--- config.mk ---
export PLATFORM = sky130hd
export DESIGN_NAME = scan_decoder_n
export DESIGN_NICKNAME = d
export VERILOG_FILES = /design/src/rtl/scan_dec_pkg.sv /design/src/rtl/onehot_dec_n.sv /design/src/rtl/scan_decoder_n.sv
export SDC_FILE = /design/constraint.sdc
export NUM_CORES = 1
export LEC_CHECK = 0
export ABC_AREA = 1
export BUFFER_PORTS_ARGS = -buffer_cell sky130_fd_sc_hd__buf_2
export CORE_MARGIN = 2
export CORE_UTILIZATION = 59
export CTS_BUF_LIST = sky130_fd_sc_hd__clkbuf_2 sky130_fd_sc_hd__clkbuf_4 sky130_fd_sc_hd__clkbuf_8
export DETAILED_ROUTE_END_ITERATION = 16
export GPL_TIMING_DRIVEN = 0
export PLACE_DENSITY = 0.87
export SYNTH_ARGS = -nofsm -noshare
export SYNTH_HDL_FRONTEND = slang
export SYNTH_HIERARCHICAL = 1
export SYNTH_SLANG_ARGS = --single-unit
--- constraint.sdc ---
create_clock -name clk -period 2.8 [get_ports clk]
set_input_delay 0.14 -clock clk [delete_from_list [all_inputs] [get_ports clk]]
set_output_delay 0.14 -clock clk [all_outputs]
set_load 0.01 [all_outputs]
--- src/rtl/scan_dec_pkg.sv ---
// Shared encodings and the one-hot helper used by the scanning decoder.
package scan_dec_pkg;

  localparam logic MODE_DIRECT = 1'b0;
  localparam logic MODE_SCAN   = 1'b1;
  localparam logic DIR_UP      = 1'b0;
  localparam logic DIR_DOWN    = 1'b1;

  // Select width the helper is built for; other widths use a shift in the decoder.
  localparam int SEL_W = 3;

  function automatic logic [2**SEL_W-1:0] onehot(input logic [SEL_W-1:0] i);
    onehot    = '0;
    onehot[i] = 1'b1;
  endfunction

endpackage

--- src/rtl/onehot_dec_n.sv ---
// Combinational N-to-2^N one-hot decoder with an active-high enable.
module onehot_dec_n
  import scan_dec_pkg::*;
#(
  parameter int N = 3,
  localparam int OUTS = 2**N
) (
  input  logic [N-1:0]    idx,
  input  logic            en,
  output logic [OUTS-1:0] y
);

  logic [OUTS-1:0] full;

  generate
    if (N == SEL_W) begin : g_pkg
      assign full = onehot(idx);
    end else begin : g_shift
      assign full = OUTS'(1) << idx;
    end
  endgenerate

  assign y = en ? full : '0;

endmodule

--- src/rtl/scan_decoder_n.sv ---
// Registered binary-to-one-hot decoder with an autonomous up/down scan mode
// whose index holds for dwell+1 enabled cycles before advancing.
module scan_decoder_n
  import scan_dec_pkg::*;
#(
  parameter int N       = 3,
  parameter int DWELL_W = 8,
  localparam int OUTS   = 2**N
) (
  input  logic               clk,
  input  logic               rst,
  input  logic               en,
  input  logic               mode,
  input  logic               dir,
  input  logic [N-1:0]       sel,
  input  logic               load,
  input  logic [DWELL_W-1:0] dwell,
  output logic [OUTS-1:0]    d,
  output logic [N-1:0]       idx,
  output logic               wrap
);

  logic [DWELL_W-1:0] cnt;
  logic               mode_q;
  logic               mode_chg;
  logic [N-1:0]       idx_n;
  logic [DWELL_W-1:0] cnt_n;
  logic               wrap_n;
  logic [OUTS-1:0]    d_n;

  assign mode_chg = (mode != mode_q);

  always_comb begin
    idx_n  = idx;
    cnt_n  = cnt;
    wrap_n = 1'b0;
    if (mode == MODE_DIRECT) begin
      idx_n = sel;
      cnt_n = '0;
    end else if (load) begin
      idx_n = sel;
      cnt_n = '0;
    end else if (!en) begin
      // Frozen: idx and cnt hold, output blanks via the decoder enable.
    end else if (mode_chg) begin
      // Entering scan restarts the dwell without advancing.
      cnt_n = '0;
    end else if (cnt < dwell) begin
      cnt_n = cnt + DWELL_W'(1);
    end else begin
      cnt_n = '0;
      if (dir == DIR_UP) begin
        idx_n  = idx + N'(1);
        wrap_n = (idx == '1);
      end else begin
        idx_n  = idx - N'(1);
        wrap_n = (idx == '0);
      end
    end
  end

  onehot_dec_n #(.N(N)) u_dec (
    .idx (idx_n),
    .en  (en),
    .y   (d_n)
  );

  always_ff @(posedge clk) begin
    if (rst) begin
      d      <= '0;
      idx    <= '0;
      wrap   <= 1'b0;
      cnt    <= '0;
      mode_q <= MODE_DIRECT;
    end else begin
      d      <= d_n;
      idx    <= idx_n;
      wrap   <= wrap_n;
      cnt    <= cnt_n;
      mode_q <= mode;
    end
  end

endmodule
== Word level (Yosys, flattened, before mapping) ==
Cells that the tools add are included.

* Flip-flop bits (word level): 21
* Input port bits: 17
* Output and inout port bits: 12

* Reduce and logical (&&, ||, !) cells: 5
* Equal/unequal tests: 2
* Bitwise gates (word level): 2
* Add/subtract/negate cells: 3
* $lt $le $gt $ge: 3
* Mux-type cells: 11

{| class="wikitable"
|+ Operator list
! kind !! number
|-
| 3-bit 2-to-1 mux || 6
|-
| 8-bit 2-to-1 mux || 2
|-
| 8-bit by 1-bit adder with 8-bit output, second input constant || 1
|-
| 8-bit < comparator || 1
|-
| 6-bit OR reduction || 1
|-
| 3-bit by 4-bit < comparator with 1-bit output, second input constant || 1
|-
| 3-bit by 1-bit adder with 3-bit output, second input constant || 1
|-
| 1-bit demux with 3-bit select || 1
|-
| 3-bit == test, second input constant || 1
|-
| 3-bit by 1-bit >= comparator with 1-bit output, second input constant || 1
|-
| 3-bit logical NOT || 1
|-
| 3-bit OR reduction || 1
|-
| 3-bit by 1-bit subtractor with 3-bit output, second input constant || 1
|-
| 1-bit 2-to-1 mux || 2
|-
| 1-bit NOT || 2
|-
| 2-bit OR reduction || 1
|-
| 1-bit logical AND || 1
|-
| 1-bit inequality test || 1
|}

== Logic depth before layout (Yosys ltp) ==
* Depth in word-level cells: 11
* Depth in mapped cells: 18

== Cells and area by module ==
Netlist, hierarchy kept.

{| class="wikitable"
|+ By module, submodules not included
! module !! area each (um^2) !! instances !! cells an instance
|-
| scan_decoder_n || 1146.1 || 1 || 151
|-
| onehot_dec_n || 63.8 || 1 || 17
|}

== Worst setup path after synthesis ==
Ideal clock, no wire load.

* Path kind: register to register
* Start point: reg idx[0]
* End point: reg d[2]
* Path buffers: 0
* Slack: 1.133 ns
* Required time: 2.735 ns
* Stages on the path, launching flop included: 12
* Arrival: 1.601 ns
* Clock period less this slack: 1.667 ns
* Cell sequence: dfxtp_1 > inv_1 > fa_1 > xnor2_1 > nand3_1 > nand3_1 > nand2_1 > inv_1 > nand2_1 > nor2_1 > inv_1 > nor2_1

* Cells in the longest elaborated chain, start to end: 11
* Elaborated cells on any way between the ends: 13

{| class="wikitable"
|+ Ends and longest elaborated chain
! element !! line !! text
|-
| start: declaration || scan_decoder_n.sv:19 || <nowiki>output logic [N-1:0] idx,</nowiki>
|-
| start signal: assignment || scan_decoder_n.sv:77 || <nowiki>idx <= idx_n;</nowiki>
|-
| 3-bit by 1-bit adder with 3-bit output or 3-bit by 1-bit subtractor with 3-bit output (tied branches) || scan_decoder_n.sv:53, scan_decoder_n.sv:56 ||
|-
| 3-bit 2-to-1 mux (*) || scan_decoder_n.sv:52 || <nowiki>if (dir == DIR_UP) begin</nowiki>
|-
| 3-bit 2-to-1 mux (*) || scan_decoder_n.sv:48 || <nowiki>end else if (cnt < dwell) begin</nowiki>
|-
| 3-bit 2-to-1 mux (*) || scan_decoder_n.sv:45 || <nowiki>end else if (mode_chg) begin</nowiki>
|-
| 3-bit 2-to-1 mux (*) || scan_decoder_n.sv:43 || <nowiki>end else if (!en) begin</nowiki>
|-
| 3-bit 2-to-1 mux (*) || scan_decoder_n.sv:40 || <nowiki>end else if (load) begin</nowiki>
|-
| 3-bit 2-to-1 mux (*) || scan_decoder_n.sv:37 || <nowiki>if (mode == MODE_DIRECT) begin</nowiki>
|-
| net idx_n[2] || scan_decoder_n.sv:26 || <nowiki>logic [N-1:0] idx_n;</nowiki>
|-
| 3-bit by 4-bit < comparator with 1-bit output (not written as such) or 3-bit by 1-bit >= comparator with 1-bit output (tied branches) || scan_dec_pkg.sv:14 || <nowiki>onehot[i] = 1'b1;</nowiki>
|-
| 1-bit logical AND (not written as such) || scan_dec_pkg.sv:14 ||
|-
| 1-bit 2-to-1 mux (not written as such) || scan_dec_pkg.sv:14 ||
|-
| 1-bit demux with 3-bit select (*) || -- ||
|-
| end signal: assignment || scan_decoder_n.sv:76 || <nowiki>d <= d_n;</nowiki>
|-
| end: declaration || scan_decoder_n.sv:18 || <nowiki>output logic [OUTS-1:0] d,</nowiki>
|}

The timed path passes the listed nets; every way through them passes the cells marked *.
A chain may end at the register's enable or synchronous reset.

== Worst setup path in the final report ==
* Start point: reg cnt[5]
* End point: reg d[0]

* Cells in the longest elaborated chain, start to end: 10
* Elaborated cells on any way between the ends: 11

{| class="wikitable"
|+ Ends and longest elaborated chain
! element !! line !! text
|-
| start: declaration || scan_decoder_n.sv:23 || <nowiki>logic [DWELL_W-1:0] cnt;</nowiki>
|-
| start signal: assignment || scan_decoder_n.sv:79 || <nowiki>cnt <= cnt_n;</nowiki>
|-
| 8-bit < comparator (*) || scan_decoder_n.sv:48 ||
|-
| 3-bit 2-to-1 mux (*) || scan_decoder_n.sv:48 ||
|-
| 3-bit 2-to-1 mux (*) || scan_decoder_n.sv:45 ||
|-
| 3-bit 2-to-1 mux (*) || scan_decoder_n.sv:43 ||
|-
| 3-bit 2-to-1 mux (*) || scan_decoder_n.sv:40 ||
|-
| 3-bit 2-to-1 mux (*) || scan_decoder_n.sv:37 ||
|-
| net idx_n[0] || scan_decoder_n.sv:26 ||
|-
| 3-bit by 4-bit < comparator with 1-bit output (not written as such) or 3-bit by 1-bit >= comparator with 1-bit output (tied branches) || scan_dec_pkg.sv:14 ||
|-
| 1-bit logical AND (not written as such) || scan_dec_pkg.sv:14 ||
|-
| 1-bit 2-to-1 mux (not written as such) || scan_dec_pkg.sv:14 ||
|-
| 1-bit demux with 3-bit select (*) || -- ||
|}

Marked as above.

==> out/qor.yml <==
dieWidth_um: 49.3
synth_top_area_share_pct: 34.7
place.gp.congestion: 0.843
worst_slew_pin_slew_ns: 0.398
synth_edf_count: 0
worstHoldEndpoint: "idx[2]"
grt.overflow.total: 0
ys_types: 24
h-tree-depth: 1
vias: 1100
cts_setup_buffers: 0
grt_max_degree: 12
ios: 29
final_common_cell: "nand2_1"
fin_worst_skew_ns: 0.00146
n_fill_cell: 177
drt_first_pass_iters: 4
critPathMaxStageDelay_ns: 0.42
clk_pin_slew_worst_paths_ns: 0.11
drv_slew: 0
arrival_ns: 2.04
die-area_sq_mm: 0.00243
nets: 227
synth_area_sq_mm: 0.00121
p_leak_nw: 0.716
reg2reg_slack_ns: 0.94
path_cells: "ha_1 > a21oi_1 > o21a_1 > nand2_4 > nand2_4 > nand2_1 > nand3_1 > nand2_1 > inv_1 > inv_1 > nand2_1 > nor2_1 > inv_1 > nor2_1"
insertion_delay_ns: 0.29
cts_max_path_buffers: 2
layout_common_cells: "nand2_1, inv_1, buf_2"
antennaDiodeCount: 0
port_buffers: 28
clock-sinks: 21
hold_viol_final: 0
drv_cap: 0
timing.rr.end: "d[0]"
first_iter_violations: 15
synth_cells: 168
hp-class: "input port to flip-flop"
period_share_pct: 66.6
synth_ff_type: "dfxtp_1"
maxSlewHeadroom_pct: 73.4
min_path_cells: 2
ant_nets: 0
yosys_warnings: 6
yosys_register_bits: 21
start_util_pct: 62.3
critPathRequiredTime_ns: 2.98
synth_area_leader_cell: "dfxtp_1"
fin_tns_setup_ns: 0
cts-root-buf: "clkbuf_4"
die_h_um: 49.3
ys_top_cells_by_area: "dfxtp_1, nand2_1, inv_1"
reg2reg_depth: 14
dpl.cell_count: 223
final_util_pct: 72.8
grt_pass1_vias: 1029
antenna_found_initial: 0
core_area_sq_mm: 0.00194
slowest_stage: "dfxtp_1"
min-delay-start: "rst"
power_density_mw_per_mm2: 383
finalNonFillerCells: 227
synthesis.nets: 194
ys_seq_area_share_pct: 34.7
detail_route.vias_per_cell: 4.85
fmax_mhz: 536
dp_hpwl_um: 1880
drc: 0
cts_resized: 0
post-route-min-period_ns: 1.86
path_max_fanout: 7
cts.hold.buffers_added: 0
critPathTopFamily: "simple AND/OR/NAND/NOR gates"
cp-start-kind: "flip-flop"
wl_per_cell_um: 10.1
grtUsageTotal_pct: 20.0
endpoint_kind: "flip-flop"
rows: 16
numCtsBuffers: 3
crit_buf_inv: 3
grt_pass1_wl_um: 3800
drive_above_1_share_pct: 21.0
totalWireLength_um: 2290
async_flop_share_pct: 0
syn2layout_area_growth_pct: 16.9
status: "completed"
r2r_start: "cnt[5]"
crit_type: "flip-flop to flip-flop"
cts_tree: "yes"
setup_violations: 0
rsz0062_at_grt: "no"
peakVddDrop_mv: 0.283
syn_area_per_cell_sq_um: 7.20
power breakdown:
group / switching [mW] / total, mW / internal, mW
combinational: 0.0512 / 0.0843 / 0.0331
sequential: 0.00426 / 0.309 / 0.305
clock: 0.0832 / 0.148 / 0.0650
total: 0.139 / 0.542 / 0.403
through the flow:
stage	power [mW]	cell area, sq um	hold WS (ns)	worst slack (ns)
after floorplan	0.372	1210	0.209	1.13
after global placement	0.397	1380	0.344	1.02
after detailed placement	0.401	1380	0.347	0.951
after CTS	0.549	1410	0.0249	0.928
after global routing	0.574	1410	0.0252	0.714
final	0.542	1410	0.0339	0.936
cell families (layout without fill, tap and decap cells):
kind of cell	Yosys count	after routing	synth area share [%]
AO/OA/AOI/OAI	18	18	8.48
XOR/XNOR	6	6	4.96
adder cells (fa/ha/maj)	9	9	9.93
buffers and inverters	35	67	10.9
flip-flops	21	21	34.7
AND/OR/NAND/NOR	79	79	31.0
synth_stat cells, types with 2 or more instances:
master    count
xnor2_1       2
ha_1          8
nand2_4       2
xor2_1        3
nand2_1      34
nor2_1       22
nand3b_1      2
nand3_1       9
dfxtp_1      21
inv_1        32
nand4_1       5
o21a_1        2
nor2_4        2
inv_2         2
a21oi_1      13
per-layer routing:
layer	global-route usage, %	part of all wire, %
met5	0	0
met4	8.10	0.61
met3	3.37	4.4
met2	37.8	52
met1	21.7	43
how the worst max path moves through the flow:
stage          startpoint    to  slack, ns  cells past startpoint
3_3_place_gp       cnt[5]  d[0]       1.02                     14
6_report           cnt[5]  d[0]       0.94                     14
5_1_grt            cnt[5]  d[0]       0.71                     13
4_1_cts            cnt[5]  d[0]       0.93                     13
3_5_place_dp       cnt[5]  d[0]       0.95                     14
2_1_floorplan      idx[0]  d[2]       1.13                     11
state kept, by name (all words and copies together), names as in the netlist:
signal and flops:
cnt 8, idx 3, d 8, wrap 1, mode_q 1
area by class of cell:
type | instances | area (sq um) | share of cell area (%)
Inverter | 34 | 128 | 9.03
Clock buffer | 4 | 30.0 | 2.12
Sequential cell | 21 | 420 | 29.7
Multi-Input combinational cell | 112 | 658 | 46.5
Buffer | 1 | 3.75 | 0.265
Timing Repair Buffer | 28 | 140 | 9.91
Tap cell | 27 | 33.8 | 2.39
Power figures use the tool's default switching activity.
